<file path="config.mk">
export PLATFORM = sky130hd
export DESIGN_NAME = axi4_burst_slave
export DESIGN_NICKNAME = d
export VERILOG_FILES = /design/src/rtl/axi4_burst_slave.sv
export SDC_FILE = /design/constraint.sdc
export NUM_CORES = 1
export LEC_CHECK = 0
export ABC_AREA = 1
export CORE_AREA = 3 3 181 183
export DETAILED_ROUTE_END_ITERATION = 10
export DIE_AREA = 0 0 184 186
export GPL_ROUTABILITY_DRIVEN = 0
export GPL_TIMING_DRIVEN = 1
export HOLD_SLACK_MARGIN = 0.03
export PLACE_DENSITY = 0.66
export SYNTH_ARGS = -nofsm -noshare
export SYNTH_HDL_FRONTEND = slang
export SYNTH_SLANG_ARGS = --single-unit
</file>
<file path="constraint.sdc">
create_clock -name ACLK -period 22 [get_ports ACLK]
set_input_delay 4.4 -clock ACLK [delete_from_list [all_inputs] [get_ports ACLK]]
set_output_delay 4.4 -clock ACLK [all_outputs]
set_load 0.05 [all_outputs]
</file>
<file path="src/rtl/axi4_burst_slave.sv">
// axi4_burst_slave
//   Bridges an AXI4 slave port onto the Red Pitaya simple system bus. It handles
//   INCR and FIXED bursts of up to 256 beats, byte strobes on writes, a
//   per-beat bus timeout, and selectable AW/AR arbitration.
// Ports
//   ACLK, ARESET            clock, asynchronous active-high reset
//   AW*/W*/B*, AR*/R*       AXI4 slave channels (ID width IW, data width DW)
//   bus_addr/wdata/sel      registered system-bus request; stable until ack or timeout
//   bus_wen/bus_ren         one-cycle access strobes
//   bus_rdata/ack/err       system-bus response; err only counts together with ack
module axi4_burst_slave #(
    parameter int DW        = 64,
    parameter int AW        = 32,
    parameter int IW        = 12,
    parameter int TO_CYCLES = 32,
    parameter int ARB_MODE  = 0,
    localparam int SW       = DW / 8,
    localparam int LSZ      = $clog2(SW)
) (
    input  logic          ACLK,
    input  logic          ARESET,
    input  logic [IW-1:0] AWID,
    input  logic [AW-1:0] AWADDR,
    input  logic [7:0]    AWLEN,
    input  logic [2:0]    AWSIZE,
    input  logic [1:0]    AWBURST,
    input  logic          AWVALID,
    output logic          AWREADY,
    input  logic [DW-1:0] WDATA,
    input  logic [SW-1:0] WSTRB,
    input  logic          WLAST,
    input  logic          WVALID,
    output logic          WREADY,
    output logic [IW-1:0] BID,
    output logic [1:0]    BRESP,
    output logic          BVALID,
    input  logic          BREADY,
    input  logic [IW-1:0] ARID,
    input  logic [AW-1:0] ARADDR,
    input  logic [7:0]    ARLEN,
    input  logic [2:0]    ARSIZE,
    input  logic [1:0]    ARBURST,
    input  logic          ARVALID,
    output logic          ARREADY,
    output logic [IW-1:0] RID,
    output logic [DW-1:0] RDATA,
    output logic [1:0]    RRESP,
    output logic          RLAST,
    output logic          RVALID,
    input  logic          RREADY,
    output logic [AW-1:0] bus_addr,
    output logic [DW-1:0] bus_wdata,
    output logic [SW-1:0] bus_sel,
    output logic          bus_wen,
    output logic          bus_ren,
    input  logic [DW-1:0] bus_rdata,
    input  logic          bus_ack,
    input  logic          bus_err
);

    localparam int TW = $clog2(TO_CYCLES + 1);

    localparam logic [2:0] S_IDLE  = 3'd0;
    localparam logic [2:0] S_WBEAT = 3'd1;
    localparam logic [2:0] S_WACK  = 3'd2;
    localparam logic [2:0] S_BRESP = 3'd3;
    localparam logic [2:0] S_RACK  = 3'd4;
    localparam logic [2:0] S_RDATA = 3'd5;

    logic [2:0]    state_q, state_d;
    logic          prio_w_q, prio_w_d;       // RR: 1 = write wins the next tie
    logic [IW-1:0] id_q, id_d;
    logic [AW-1:0] addr_q, addr_d;
    logic [2:0]    size_q, size_d;
    logic          incr_q, incr_d;
    logic [7:0]    cnt_q, cnt_d;             // beats remaining after the current one
    logic          err_burst_q, err_burst_d;
    logic          any_err_q, any_err_d;
    logic          wlast_err_q, wlast_err_d;
    logic [TW-1:0] to_cnt_q, to_cnt_d;
    logic [DW-1:0] wdata_q, wdata_d;
    logic [SW-1:0] sel_q, sel_d;
    logic          wen_q, wen_d;
    logic          ren_q, ren_d;
    logic [DW-1:0] rdata_q, rdata_d;
    logic [1:0]    rresp_q, rresp_d;
    logic          rlast_q, rlast_d;

    logic          grant_w, grant_r;
    logic          beat_done, beat_err;
    logic [AW-1:0] next_addr;

    // Unsupported burst types or sizes wider than the data bus are not
    // forwarded to the bus at all; every beat just reports SLVERR.
    function automatic logic bad_burst(input logic [1:0] burst, input logic [2:0] size);
        return burst[1] || (size > 3'(LSZ));
    endfunction

    // Tie-break only matters when both channels are valid in the same cycle.
    always_comb begin
        grant_w = AWVALID && (!ARVALID || (ARB_MODE == 0) || prio_w_q);
        grant_r = ARVALID && !grant_w;
    end

    // Readies are masked by reset so nothing can handshake while it is held.
    assign AWREADY   = !ARESET && (state_q == S_IDLE) && grant_w;
    assign ARREADY   = !ARESET && (state_q == S_IDLE) && grant_r;
    assign WREADY    = (state_q == S_WBEAT);
    assign BVALID    = (state_q == S_BRESP);
    assign BRESP     = any_err_q ? 2'b10 : 2'b00;
    assign BID       = id_q;
    assign RVALID    = (state_q == S_RDATA);
    assign RID       = id_q;
    assign RDATA     = rdata_q;
    assign RRESP     = rresp_q;
    assign RLAST     = rlast_q;
    assign bus_addr  = addr_q;
    assign bus_wdata = wdata_q;
    assign bus_sel   = sel_q;
    assign bus_wen   = wen_q;
    assign bus_ren   = ren_q;

    assign next_addr = incr_q ? addr_q + (AW'(1) << size_q) : addr_q;

    // Beat completion while waiting in WACK/RACK. Error bursts finish at once.
    // Otherwise an ack finishes the beat. If no ack arrives, the timer ends the
    // beat once TO_CYCLES cycles have passed after the strobe.
    always_comb begin
        beat_done = 1'b0;
        beat_err  = 1'b0;
        if (err_burst_q) begin
            beat_done = 1'b1;
            beat_err  = 1'b1;
        end else if (bus_ack) begin
            beat_done = 1'b1;
            beat_err  = bus_err;
        end else if (to_cnt_q == TW'(TO_CYCLES)) begin
            beat_done = 1'b1;
            beat_err  = 1'b1;
        end
    end

    always_comb begin
        state_d     = state_q;
        prio_w_d    = prio_w_q;
        id_d        = id_q;
        addr_d      = addr_q;
        size_d      = size_q;
        incr_d      = incr_q;
        cnt_d       = cnt_q;
        err_burst_d = err_burst_q;
        any_err_d   = any_err_q;
        wlast_err_d = wlast_err_q;
        to_cnt_d    = to_cnt_q;
        wdata_d     = wdata_q;
        sel_d       = sel_q;
        wen_d       = 1'b0;
        ren_d       = 1'b0;
        rdata_d     = rdata_q;
        rresp_d     = rresp_q;
        rlast_d     = rlast_q;

        case (state_q)
            S_IDLE: begin
                if (grant_w) begin
                    id_d        = AWID;
                    addr_d      = AWADDR;
                    size_d      = AWSIZE;
                    incr_d      = (AWBURST == 2'b01);
                    cnt_d       = AWLEN;
                    err_burst_d = bad_burst(AWBURST, AWSIZE);
                    any_err_d   = 1'b0;
                    prio_w_d    = 1'b0;
                    state_d     = S_WBEAT;
                end else if (grant_r) begin
                    id_d        = ARID;
                    addr_d      = ARADDR;
                    size_d      = ARSIZE;
                    incr_d      = (ARBURST == 2'b01);
                    cnt_d       = ARLEN;
                    err_burst_d = bad_burst(ARBURST, ARSIZE);
                    ren_d       = !bad_burst(ARBURST, ARSIZE);
                    sel_d       = bad_burst(ARBURST, ARSIZE) ? '0 : '1;
                    to_cnt_d    = '0;
                    prio_w_d    = 1'b1;
                    state_d     = S_RACK;
                end
            end
            S_WBEAT: begin
                if (WVALID) begin
                    wdata_d     = WDATA;
                    sel_d       = WSTRB;
                    // WLAST is only checked for consistency; AWLEN sets the beat count.
                    wlast_err_d = (WLAST != (cnt_q == 8'd0));
                    wen_d       = !err_burst_q;
                    to_cnt_d    = '0;
                    state_d     = S_WACK;
                end
            end
            S_WACK: begin
                if (beat_done) begin
                    any_err_d = any_err_q | beat_err | wlast_err_q;
                    if (cnt_q == 8'd0) begin
                        state_d = S_BRESP;
                    end else begin
                        cnt_d   = cnt_q - 8'd1;
                        addr_d  = next_addr;
                        state_d = S_WBEAT;
                    end
                end else begin
                    to_cnt_d = to_cnt_q + TW'(1);
                end
            end
            S_BRESP: begin
                if (BREADY) state_d = S_IDLE;
            end
            S_RACK: begin
                if (beat_done) begin
                    rdata_d = beat_err ? '0 : bus_rdata;
                    rresp_d = beat_err ? 2'b10 : 2'b00;
                    rlast_d = (cnt_q == 8'd0);
                    state_d = S_RDATA;
                end else begin
                    to_cnt_d = to_cnt_q + TW'(1);
                end
            end
            S_RDATA: begin
                if (RREADY) begin
                    if (cnt_q == 8'd0) begin
                        state_d = S_IDLE;
                    end else begin
                        cnt_d    = cnt_q - 8'd1;
                        addr_d   = next_addr;
                        ren_d    = !err_burst_q;
                        to_cnt_d = '0;
                        state_d  = S_RACK;
                    end
                end
            end
            default: state_d = S_IDLE;
        endcase
    end

    always_ff @(posedge ACLK or posedge ARESET) begin
        if (ARESET) begin
            state_q     <= S_IDLE;
            prio_w_q    <= 1'b1;
            id_q        <= '0;
            addr_q      <= '0;
            size_q      <= '0;
            incr_q      <= 1'b0;
            cnt_q       <= '0;
            err_burst_q <= 1'b0;
            any_err_q   <= 1'b0;
            wlast_err_q <= 1'b0;
            to_cnt_q    <= '0;
            wdata_q     <= '0;
            sel_q       <= '0;
            wen_q       <= 1'b0;
            ren_q       <= 1'b0;
            rdata_q     <= '0;
            rresp_q     <= '0;
            rlast_q     <= 1'b0;
        end else begin
            state_q     <= state_d;
            prio_w_q    <= prio_w_d;
            id_q        <= id_d;
            addr_q      <= addr_d;
            size_q      <= size_d;
            incr_q      <= incr_d;
            cnt_q       <= cnt_d;
            err_burst_q <= err_burst_d;
            any_err_q   <= any_err_d;
            wlast_err_q <= wlast_err_d;
            to_cnt_q    <= to_cnt_d;
            wdata_q     <= wdata_d;
            sel_q       <= sel_d;
            wen_q       <= wen_d;
            ren_q       <= ren_d;
            rdata_q     <= rdata_d;
            rresp_q     <= rresp_d;
            rlast_q     <= rlast_d;
        end
    end

endmodule

</file>
After elaboration in Yosys (flattened, before gate mapping)

Cells that the tools add are included.

Memories kept: 0
Input port bits: 260
Register bits after elaboration: 209
RAM bits: 0
Bits in read-only memories: 0
Latch bits: 0
Output and inout bits: 204

Multiply operators: 0
Divide/modulo/power cells: 0
$add $sub $neg: 3
Equal/unequal tests: 20
Reductions and logical operators: 26
Shifts and indexed selects: 1
Bitwise logic cells: 2
Order comparisons: 2
Muxes and demuxes: 61

Operator list:

| operator             | number |
|---|---|
| $mux 32              | 6 |
| $pmux 32 s3          | 1 |
| $mux 8               | 9 |
| $mux 64              | 1 |
| $mux 6               | 6 |
| $add 32x32->32       | 1 |
| $shl 1x3->32 const A | 1 |
| $mux 3               | 10 |
| $mux 12              | 2 |
| $pmux 6 s4           | 1 |
| $pmux 8 s3           | 1 |
| $pmux 3 s6           | 1 |
| $mux 1               | 17 |
| $ne 2x2->1 const B   | 8 |
| $pmux 8 s2           | 1 |
| $logic_not 8->1      | 1 |
| $reduce_and 4->1     | 2 |
| $sub 8x1->8 const B  | 1 |
| $reduce_and 7->1     | 1 |
| $add 6x1->6 const B  | 1 |
| $eq 3x2->1 const B   | 2 |
| $eq 3x3->1 const B   | 2 |
| $eq 6x6->1 const B   | 1 |
| $gt 3x2->1 const B   | 2 |
| 19 further kinds     | 36 |

Logic depth before layout (Yosys ltp)

Depth in word-level cells: 8
Mapped depth: 14
Gate-level depth less buffers: 14

Worst setup path before layout

Ideal clock, no wire load.

Path kind: input -> output
Start: input port AWVALID
End: output port AWREADY
Cell stages on the path: 6
Arrival time: 5.646 ns
Setup slack: 11.954 ns
Buffers on the path: 2
Cell sequence: inv_1 > clkbuf_1 > clkbuf_1 > nor2_1 > inv_1 > nor2_1

Cells in the longest elaborated chain, start to end: 1

RTL lines:

| item              | line | RTL |
|---|---|---|
| from (decl)       | 27   | `input logic AWVALID,` |
| $logic_and 1x1->1 | 106  | `assign AWREADY = !ARESET && (state_q == S_IDLE) && grant_w;` |
| to (decl)         | 28   | `output logic AWREADY,` |

Every way passes these cells.

Worst setup path after layout

Ends and elaborated chain as after synthesis.

==> run_results.csv <==
group,metric,value,unit
clock_tree,cts_tree,"yes",
min_path,whs_path_depth,2,
sta,drv_slew,0,
yosys,synthTopCellsByCount,"nand2_1, dfrtp_1, nor2_1",
route,initialDrtViolationCount,510,
power,pwr-share-comb,58.7,%
floorplanning,initial_core_util,33.25,%
critical_path,cp.required,17600,ps
sta,fmax,94.12,MHz
route,num_vias,9895,
route,post-route-drc-count,0,
yosys,synthTopCellsByArea,"dfrtp_1, nand2_1, mux2_2",
grt,gr-total-overflow,0,
finish,nets,1885,
place,dp_hpwl,26.26,mm
yosys,async_flop_share,100.0,%
route,firstDrtPassIters,5,
critical_path,worst-path-max-fanout,58,
clock_tree,cts_resized,0,
clock_tree,clk_pin_slew,50,ps
critical_path,crit_path_end_kind,"primary output",
power,power.density,169.6,nW/um^2
grt,grt_pass1_vias,9758,
yosys,synth.cell_area,10440,um^2
floorplanning,die_width,184,um
yosys,synth.most_common_cell,"nand2_1",
power,vdd_drop_max,0.1295,mV
yosys,synth.distinct_cells,41,
critical_path,slowest_stage,"clkdlybuf4s50_1",
sta,fin_skew,21.80,ps
outcome,outcome,"completed",
yosys,syn_inst,1181,
grt,antenna_found_initial,3,
power,p_leak,0.007158,uW
grt,grt_max_degree,139,
floorplanning,ioPinCount,464,
yosys,synth.yosys.warnings,0,
sta,tightestPinTransition,1085,ps
power,switching_share,50.04,%
sta,hold_viol,0,
critical_path,worstSetupPathType,"in2out",
floorplanning,coreArea,31390,um^2
clock_tree,holdBufCountCts,0,
clock_tree,htree_num_levels,1,
clock_tree,clk_path_buf_depth,3,
finish,utilization,51.47,%
sta,fin_ws,11380,ps
yosys,synth_edf_count,0,
yosys,synth_flop_cell,"dfrtp_1",
critical_path,critical_path_arrival,6220,ps
clock_tree,clk_latency,550,ps
finish,n_antenna_cell,0,
sta,setup-tns-final,0,ps
place,dp_cells,1986,
yosys,synth_area_per_cell,8.838,um^2
sta,relSlewSlack,26.87,%
route,routed_wl,35.58,mm
floorplanning,die_area,34220,um^2
yosys,ys_ff_latch,208,
clock_tree,cts_setup_buffers,0,
clock_tree,clock-root-buffer,"clkbuf_16",
critical_path,startpoint_type,"input pin",
sta,fin_crit_sh,48.29,%
grt,grt_pass1_wl,54.14,mm
job,cap_violations,0,
critical_path,cp_common_cell,"nor2_1",
yosys,synth_top_area_share,49.87,%
place,pre_cts_slack,11360,ps
power,pwr-share-seq,25.4,%
route,viasPerCell,4.867,
route,postRouteAntennaNets,0,
sta,rsz0062_at_grt,"false",
finish,area_growth,54.79,%
sta,holdWs,496.0,ps
floorplanning,fp-row-count,65,
finish,instances_no_fill,2033,
floorplanning,die_h,186,um
power,netSwitchingPower,1372,uW
route,wl_per_cell,17.50,um
clock_tree,cts_sinks,208,
critical_path,max_stage_delay,850,ps
yosys,seq_area_frac_synth,49.87,%
critical_path,path_cells,"buf_2, buf_4, inv_2, nor2_1, inv_1, nor2_1, clkdlybuf4s50_1",
critical_path,ff2ff_path_depth,10,
place,port_buffers,461,
yosys,yosys.area.top_type,"dfrtp_1",
min_path,hold_class,"reg2reg",
sta,finalSetupViolCount,0,
grt,grt_usage,19.88,%
finish,drive_above_1_share,8.645,%
power,internal_power,1369,uW
clock_tree,cts_buffers,26,
sta,period_minus_slack,10620,ps
power,p_clk_share,15.9,%
finish,n_fill_cell,2935,
==> cell usage in the layout (no fill, tap or decap), types with 8 or more instances in the layout <==
cell type        Yosys  final
mux2_2              64     64
dfrtp_1            208    208
a22o_1              64     64
nand3_1             59     59
ha_1                12     12
inv_1               79     77
o21ai_0             44     44
a21oi_1             63     63
or2_2                9      9
clkdlybuf4s50_1      0    460
nand2_1            266    264
nor3_1              17     17
o31ai_1             21     21
a31oi_1              8      8
clkbuf_16            0     26
nor2_1             145    145
==> power groups by stage <==
stage	logic, uW	clock network (uW)	registers (uW)
final	1610	436	695
after global routing	1710	465	721
after CTS	1630	451	694
after detailed placement	1620	0	695
after global placement	1610	0	692
after floorplan	558	0	1220
==> worst max-delay path, delay by kind of cell <==
| kind | cells | cell delay (ps) |
|---|---|---|
| buf+inv | 5 | 1570 |
| simple gates | 2 | 240 |
==> kinds of logic after synthesis <==
logic type      after synthesis  synth area share, %
fa+ha+maj                    13                1.630
simple gates                520                20.79
compound gates              215                13.50
xor+xnor                     10               0.8392
buf+inv                     149                6.341
other cells                   1              0.03593
flops                       208                49.87
mux                          65                7.001
==> state kept, by name (all words and copies together), names as in the netlist, 3 cells and up <==
register   cells
bus_wdata     64
cnt_q          8
to_cnt_q       6
RDATA         64
state_q        3
bus_addr      32
size_q         3
BID           12
bus_sel        8
==> path summary, 6_finish.rpt <==
check	slack (ps)	endpoint	from
setup / recovery	11380	AWREADY	AWVALID
hold / removal	500	RLAST$_DFFE_PP0P_	RLAST$_DFFE_PP0P_
setup reg to reg	19040	bus_addr[6]$_DFFE_PP0P_	state_q[1]$_DFFE_PP0P_
hold reg to reg	500	RLAST$_DFFE_PP0P_	RLAST$_DFFE_PP0P_
max in group asynchronous	15920	bus_wdata[50]$_DFFE_PP0P_	ARESET
min in group asynchronous	4570	bus_sel[3]$_DFFE_PP0P_	ARESET
==> per-stage QoR <==
step	area, um^2	total power (uW)
5_1_grt	16160	2896
4_1_cts	16160	2771
6_report	16160	2741
2_1_floorplan	10440	1776
3_3_place_gp	15280	2298
3_5_place_dp	15280	2318
==> routing by layer <==
layer / global-route usage, % / share of wire, % / wire length, um
met3: 6.703 / 9.0 / 3193
met4: 5.987 / 3.1 / 1106
met1: 23.31 / 38 / 13600
met5: 0 / 0.12 / 43
met2: 34.61 / 50 / 17640
==> cell type report <==
type | instances | area (um^2) | area share, %
Sequential cell | 208 | 5205 | 32.22
Inverter | 83 | 321.6 | 1.990
Clock buffer | 35 | 714.4 | 4.422
Timing Repair Buffer | 468 | 4662 | 28.85
Tap cell | 402 | 503.0 | 3.113
Multi-Input combinational cell | 825 | 4584 | 28.37
Clock inverter | 12 | 166.4 | 1.030
Note: power is estimated with default switching activity, not from simulation.
